### config.mk
export PLATFORM = sky130hd
export DESIGN_NAME = execute_pipe
export DESIGN_NICKNAME = d
export VERILOG_FILES = /design/src/rtl/exec_pkg.sv /design/src/rtl/exec_iter_mul.sv /design/src/rtl/execute_pipe.sv
export SDC_FILE = /design/constraint.sdc
export NUM_CORES = 1
export LEC_CHECK = 0
export BUFFER_PORTS_ARGS = -buffer_cell sky130_fd_sc_hd__buf_2
export CAP_MARGIN = 10
export CORE_ASPECT_RATIO = 1.25
export CORE_MARGIN = 1
export CORE_UTILIZATION = 45
export CTS_CLUSTER_SIZE = 10
export DETAILED_ROUTE_END_ITERATION = 12
export GPL_TIMING_DRIVEN = 0
export PLACE_DENSITY = 0.66
export RECOVER_POWER = 50
export SYNTH_ARGS = -nofsm -noshare
export SYNTH_HDL_FRONTEND = slang
export SYNTH_SLANG_ARGS = --single-unit
### constraint.sdc
create_clock -name clk -period 3.8 [get_ports clk]
set_clock_uncertainty 0.2 [all_clocks]
set_input_delay 0.38 -clock clk [delete_from_list [all_inputs] [get_ports clk]]
set_output_delay 0.38 -clock clk [all_outputs]
set_load 0.01 [all_outputs]
### src/rtl/exec_pkg.sv
// exec_pkg: shared funct codes, stage FSM states and sign-extension helper
package exec_pkg;
    localparam logic [5:0] FN_ADD  = 6'b100000;
    localparam logic [5:0] FN_SUB  = 6'b100010;
    localparam logic [5:0] FN_AND  = 6'b100100;
    localparam logic [5:0] FN_OR   = 6'b100101;
    localparam logic [5:0] FN_SLT  = 6'b101010;
    localparam logic [5:0] FN_SLL  = 6'b000000;
    localparam logic [5:0] FN_SRL  = 6'b000010;
    localparam logic [5:0] FN_SRA  = 6'b000011;
    localparam logic [5:0] FN_MULT = 6'b011000;
    typedef enum logic [1:0] {IDLE, MUL, MUL_DONE} state_t;
    // sign-extends the low w bits of v; callers truncate to their datapath width
    function automatic logic [63:0] sign_extend(input logic [63:0] v, input int w);
        return $unsigned($signed(v << (64 - w)) >>> (64 - w));
    endfunction
endpackage

### src/rtl/exec_iter_mul.sv
// exec_iter_mul: shift-add multiplier retiring MUL_UNROLL multiplier bits per cycle (low half)
module exec_iter_mul #(
    parameter int XLEN       = 32,
    parameter int MUL_UNROLL = 1
) (
    input  logic            clk,
    input  logic            rst_n,
    input  logic            start,
    input  logic [XLEN-1:0] mcand,
    input  logic [XLEN-1:0] mplier,
    output logic            busy,
    output logic            done,
    output logic [XLEN-1:0] product
);
    localparam int STEPS = XLEN / MUL_UNROLL;
    localparam int CW    = $clog2(STEPS + 1);
    logic [XLEN-1:0] r_mcand, r_mplier, r_acc, w_acc;
    logic [CW-1:0]   r_cnt;
    always_comb begin
        w_acc = r_acc;
        for (int i = 0; i < MUL_UNROLL; i++) w_acc = w_acc + (r_mplier[i] ? r_mcand << i : '0);
    end
    assign busy = r_cnt != '0;
    assign done = r_cnt == CW'(1);
    // while stepping, expose the post-step sum so the final step lands in the same cycle
    assign product = busy ? w_acc : r_acc;
    always_ff @(posedge clk or negedge rst_n) begin
        if (!rst_n) begin
            r_mcand  <= '0;
            r_mplier <= '0;
            r_acc    <= '0;
            r_cnt    <= '0;
        end else if (start) begin
            r_mcand  <= mcand;
            r_mplier <= mplier;
            r_acc    <= '0;
            r_cnt    <= CW'(STEPS);
        end else if (busy) begin
            r_acc    <= w_acc;
            r_mcand  <= r_mcand << MUL_UNROLL;
            r_mplier <= r_mplier >> MUL_UNROLL;
            r_cnt    <= r_cnt - CW'(1);
        end
    end
endmodule

### src/rtl/execute_pipe.sv
// execute_pipe: registered valid/ready execute stage with single-cycle ALU and iterative MULT
module execute_pipe
    import exec_pkg::*;
#(
    parameter int XLEN       = 32,
    parameter int CONST_W    = 21,
    parameter int SHAMT_W    = 5,
    parameter int MUL_UNROLL = 1
) (
    input  logic               clk,
    input  logic               rst_n,
    input  logic               in_valid,
    output logic               in_ready,
    input  logic [5:0]         function_code,
    input  logic [XLEN-1:0]    data1,
    input  logic [XLEN-1:0]    data2,
    input  logic [SHAMT_W-1:0] shamt,
    input  logic [CONST_W-1:0] constant,
    input  logic               ALUSrc,
    output logic               out_valid,
    input  logic               out_ready,
    output logic [XLEN-1:0]    result,
    output logic [XLEN-1:0]    extended_constant,
    output logic               overflow,
    output logic               illegal
);
    logic [XLEN-1:0]    w_op2, w_sum, w_diff, w_alu, w_ext, w_mul_prod;
    logic [XLEN-1:0]    r_result, r_ext, r_mul_ext;
    logic [SHAMT_W-1:0] w_sh;
    logic               w_alu_ovf, w_alu_ill, w_is_mul, w_slot, w_accept, w_load_alu, w_load_mul;
    logic               w_mul_busy, w_mul_done, r_out_valid, r_ovf, r_ill;
    state_t             r_state, w_state_nxt;
    assign w_op2    = ALUSrc ? data2 : XLEN'(shamt);
    assign w_sh     = w_op2[SHAMT_W-1:0];
    assign w_sum    = data1 + w_op2;
    assign w_diff   = data1 - w_op2;
    assign w_is_mul = function_code == FN_MULT;
    assign w_ext    = XLEN'(sign_extend(64'(constant), CONST_W));
    always_comb begin
        w_alu     = '0;
        w_alu_ovf = 1'b0;
        w_alu_ill = 1'b0;
        case (function_code)
            FN_ADD:  begin
                w_alu     = w_sum;
                w_alu_ovf = (data1[XLEN-1] == w_op2[XLEN-1]) && (w_sum[XLEN-1] != data1[XLEN-1]);
            end
            FN_SUB:  begin
                w_alu     = w_diff;
                w_alu_ovf = (data1[XLEN-1] != w_op2[XLEN-1]) && (w_diff[XLEN-1] != data1[XLEN-1]);
            end
            FN_AND:  w_alu = data1 & w_op2;
            FN_OR:   w_alu = data1 | w_op2;
            FN_SLT:  w_alu = XLEN'($signed(data1) < $signed(w_op2));
            FN_SLL:  w_alu = data1 << w_sh;
            FN_SRL:  w_alu = data1 >> w_sh;
            FN_SRA:  w_alu = $unsigned($signed(data1) >>> w_sh);
            FN_MULT: w_alu = '0;
            default: w_alu_ill = 1'b1;
        endcase
    end
    assign w_slot     = !r_out_valid || out_ready;
    assign in_ready   = (r_state == IDLE) && w_slot;
    assign w_accept   = in_valid && in_ready;
    assign w_load_alu = w_accept && !w_is_mul;
    assign w_load_mul = w_slot && (r_state == MUL_DONE || (r_state == MUL && w_mul_busy && w_mul_done));
    exec_iter_mul #(.XLEN(XLEN), .MUL_UNROLL(MUL_UNROLL)) u_mul (
        .clk     (clk),
        .rst_n   (rst_n),
        .start   (w_accept && w_is_mul),
        .mcand   (data1),
        .mplier  (w_op2),
        .busy    (w_mul_busy),
        .done    (w_mul_done),
        .product (w_mul_prod)
    );
    always_comb begin
        w_state_nxt = r_state;
        case (r_state)
            IDLE:     w_state_nxt = (w_accept && w_is_mul) ? MUL : IDLE;
            MUL:      w_state_nxt = w_mul_done ? (w_slot ? IDLE : MUL_DONE) : MUL;
            MUL_DONE: w_state_nxt = w_slot ? IDLE : MUL_DONE;
            default:  w_state_nxt = IDLE;
        endcase
    end
    always_ff @(posedge clk or negedge rst_n) begin
        if (!rst_n) begin
            r_state     <= IDLE;
            r_out_valid <= 1'b0;
            r_result    <= '0;
            r_ext       <= '0;
            r_mul_ext   <= '0;
            r_ovf       <= 1'b0;
            r_ill       <= 1'b0;
        end else begin
            r_state <= w_state_nxt;
            // the immediate of a MULT is parked until its product is written out
            if (w_accept && w_is_mul) r_mul_ext <= w_ext;
            if (w_load_alu) begin
                r_result    <= w_alu;
                r_ext       <= w_ext;
                r_ovf       <= w_alu_ovf;
                r_ill       <= w_alu_ill;
                r_out_valid <= 1'b1;
            end else if (w_load_mul) begin
                r_result    <= w_mul_prod;
                r_ext       <= r_mul_ext;
                r_ovf       <= 1'b0;
                r_ill       <= 1'b0;
                r_out_valid <= 1'b1;
            end else if (out_ready) begin
                r_out_valid <= 1'b0;
            end
        end
    end
    assign out_valid         = r_out_valid;
    assign result            = r_result;
    assign extended_constant = r_ext;
    assign overflow          = r_ovf;
    assign illegal           = r_ill;
endmodule
==> metrics <==
status=complete, but fails checks; violated checks=capacitance limit, slew limit, setup timing; Critical Path Start Type=input pin; metal3 WL=approximately 10 mm; Mapped Cells=2459; prevailing post-synth register cell=dfrtp_1; via count=22.37k; HPWL Detailed=80.65 mm; average cell area after synthesis=between 7 and 8 um2; post-route setup slack=-0.06118 ns; CTS Buffer Depth=2; Buffers on Ports=165; Slew Viols, Final=59; post-layout min period=roughly 3.9 ns; non-filler instance count after layout=3255; Core ar.=0.04215 mm2; Ports=roughly 170; Max FO, Critical Path=11; Initial Util=45.81%; asr flop ratio synth=100.0%; Leakage=0.01021 uW; area grow syn2layout=19.47%; nets=~2.9k; Int Pwr=roughly 5200 uW; clk root buf=clkbuf_16; Place WS=-1.894 ns; sw frac=46.71%; vias in the first global route=around 22k; max_slew headroom=-78.77%; RSZ-0062 raised after global routing=yes; Seq/Total Area, Yosys=23.46%; row count=84; Post-Route M1 WL=between 30 and 40 mm; CTS Buf Count=17; CTS Sinks=181; wire length on met2=46.57 mm; proportion of layout cells with a drive suffix above 1=15.92%; Worst R2R Setup Slack=-0.04 ns; reg2reg start=u_mul.r_mplier[0]; placed cell count=approximately 3.2k; Die Ht=233.6 um; Hold WC Path Type=input pin to flip-flop; Clock Latency Late Sink=0.47 ns; CTS tree=done; Worst Setup SP=ALUSrc; die width=187.3 um; initial drt markers=3189; CP Data Required Time=3.95 ns; uppermost layer routed=met4; final hold vios=0; EDFF count, synth=0; combinational power share=50.1%; filler cell count=4050; GRT Total Usage=a little under half; Flop pwr share=30.3%; synthesized cell area=between 0.015 and 0.02 mm2; DR vias/cell=6.874; register bit count reported by yosys=181; Power per Cell Area=423.1 mW/mm2; distinct cell type count after synthesis=89; setup TNS=-0.2066 ns; Max Cap Viol=1; syn_nets=2713; clock share of power=about a fifth; fmax=0.2590 GHz; initial antenna violation count=1; DR pass1 iterations=8; H-tree levels=4; post-route antenna net violation count=0; GRT Residual Overflow=0; Switch Pwr=around 4600 uW; Worst-Margin Slew=2.682 ns; routed wire length=between 100 and 150 mm; hold wc startpoint=out_ready; crit path kind=input pin to flip-flop; final weighted congestion in routability-driven placement=1.107; hold slack=0.08125 ns; period utilization=101.6%; drc violations=0; WP data arrival=4.01 ns; DIE AREA=between 0.04 and 0.05 mm2; Synth Warn #=0; Peak supply drop=0.0003440 V; CP Capture Type=flip-flop; Setup Viol. Count Final=7; largest net degree at the start of global routing=124; Overall Power=9760 uW; CTS clk-pin slew, worst paths=0.08 ns; global-route wire length before repair=148.2 mm; routed len/inst=32.06 um
==> power by group through the flow <==
| stage | logic [uW] | clock network, uW | registers [uW] |
|---|---|---|---|
| 2_1_floorplan | 2700 | 0 | 2950 |
| 3_3_place_gp | 4360 | 0 | 2930 |
| 3_5_place_dp | 4430 | 0 | 2950 |
| 4_1_cts | 4670 | 1920 | 2920 |
| 5_1_grt | 5150 | 1990 | 3010 |
| 6_report | 4890 | 1910 | 2960 |
==> cell usage in the layout (no fill, tap or decap), drive strengths merged, types with 22 or more instances in the layout <==
| master | count |
|---|---|
| nand2 | 316 |
| nor2 | 207 |
| mux2i | 205 |
| buf | 187 |
| clkbuf | 185 |
| o21ai | 184 |
| dfrtp | 181 |
| a21oi | 178 |
| ha | 150 |
| inv | 100 |
| a211oi | 59 |
| nor3 | 57 |
| a31oi | 48 |
| and2 | 45 |
| nand3 | 34 |
| a21o | 31 |
| o22ai | 27 |
| nor2b | 26 |
| o221ai | 26 |
| a221oi | 26 |
| mux2 | 23 |
| xnor2 | 23 |
| dlygate4sd3 | 22 |
==> per-layer routing <==
layer / GRT usage [%] / vias to the layer above
met5: 0 / -
met4: 35.12 / 0
met3: 10.71 / 491
met2: 75.85 / 1584
met1: 54.35 / 10830
li1: - / 9474
==> path summary, 6_finish.rpt <==
path | endpoint | cells after the start
worst max-delay path | result[18] | 18
worst min-delay path | out_valid | 3
worst max register to register | result[31] | 12
worst min register to register | illegal | 2
max in group asynchronous | u_mul.r_mcand[12] | 3
min in group asynchronous | r_mul_ext[16] | 2
==> final cells by class <==
class,instances,area [um2],share of cell area [%]
sequential,181,4531,19.64
clock buffer,17,425.4,1.844
tap,559,699.4,3.032
multi-input combinational,2007,14580,63.19
clock inverter,15,217.7,0.9438
timing repair buffer,218,1225,5.310
buffer,161,1020,4.421
antenna,1,2.502,0.01085
inverter,96,371.6,1.611
==> synth_stat cells, types with 26 or more instances <==
| master | count | area, um2 |
|---|---|---|
| nand2_1 | 316 | 1186 |
| nor2_1 | 207 | 777.0 |
| mux2i_1 | 200 | 2002 |
| dfrtp_1 | 181 | 4529 |
| a21oi_1 | 177 | 885.9 |
| o21ai_0 | 173 | 865.8 |
| ha_1 | 150 | 1877 |
| clkbuf_1 | 129 | 484.2 |
| inv_1 | 92 | 345.3 |
| a211oi_1 | 59 | 442.9 |
| nor3_1 | 55 | 275.3 |
| a31oi_1 | 48 | 300.3 |
| and2_1 | 44 | 275.3 |
| nand3_1 | 34 | 170.2 |
| a21o_1 | 31 | 232.7 |
| o22ai_1 | 27 | 168.9 |
| a221oi_1 | 26 | 227.7 |
| nor2b_1 | 26 | 162.7 |
| o221ai_1 | 26 | 227.7 |
==> repair_timing <==
action,CTS,global route
resized for setup,166,90
setup endpoints to repair,104,52
hold buffers,22,0
pin swaps,22,16
hold endpoints to repair,98,0
buffers inserted,22,5
==> registers in the layout, indices dropped and copies added, names as in the netlist <==
register / cells
extended_constant: 21
illegal: 1
u_mul.r_acc: 32
r_state: 2
out_valid: 1
result: 32
u_mul.r_cnt: 6
u_mul.r_mcand: 32
u_mul.r_mplier: 32
overflow: 1
r_mul_ext: 21
==> critical path: stages <==
cell and delay, ns:
buf_12 0.15, mux2i_4 0.27, buf_4 0.16, inv_2 0.05, buf_6 0.14, buf_8 0.16
buf_12 0.17, fa_2 0.38, nor2_4 0.16, o221ai_4 0.16, a211oi_4 0.22, buf_4 0.19
o21a_4 0.23, nor2_1 0.11, a221o_1 0.33, o21ai_2 0.22, a41oi_2 0.25, o22a_1 0.24
==> cell families (layout without fill, tap and decap cells) <==
| family | Yosys count | in the layout | share of synthesized area (%) |
|---|---|---|---|
| multiplexers | 242 | 242 | 13.79 |
| AO/OA/AOI/OAI | 775 | 775 | 26.34 |
| other | 0 | 1 | 0 |
| XOR/XNOR | 42 | 42 | 1.905 |
| adder cells (fa/ha/maj) | 153 | 153 | 10.03 |
| AND/OR/NAND/NOR | 795 | 795 | 18.72 |
| buffers and inverters | 271 | 507 | 5.761 |
| flip-flops | 181 | 181 | 23.46 |
==> stage by stage <==
step,cell area [um2],utilization (%)
final,23070,54.73
after global routing,23060,54.73
after CTS,22840,54.19
after detailed placement,21040,49.93
after global placement,20980,49.78
after floorplan,19460,-
Note: power is estimated with default switching activity, not from simulation.
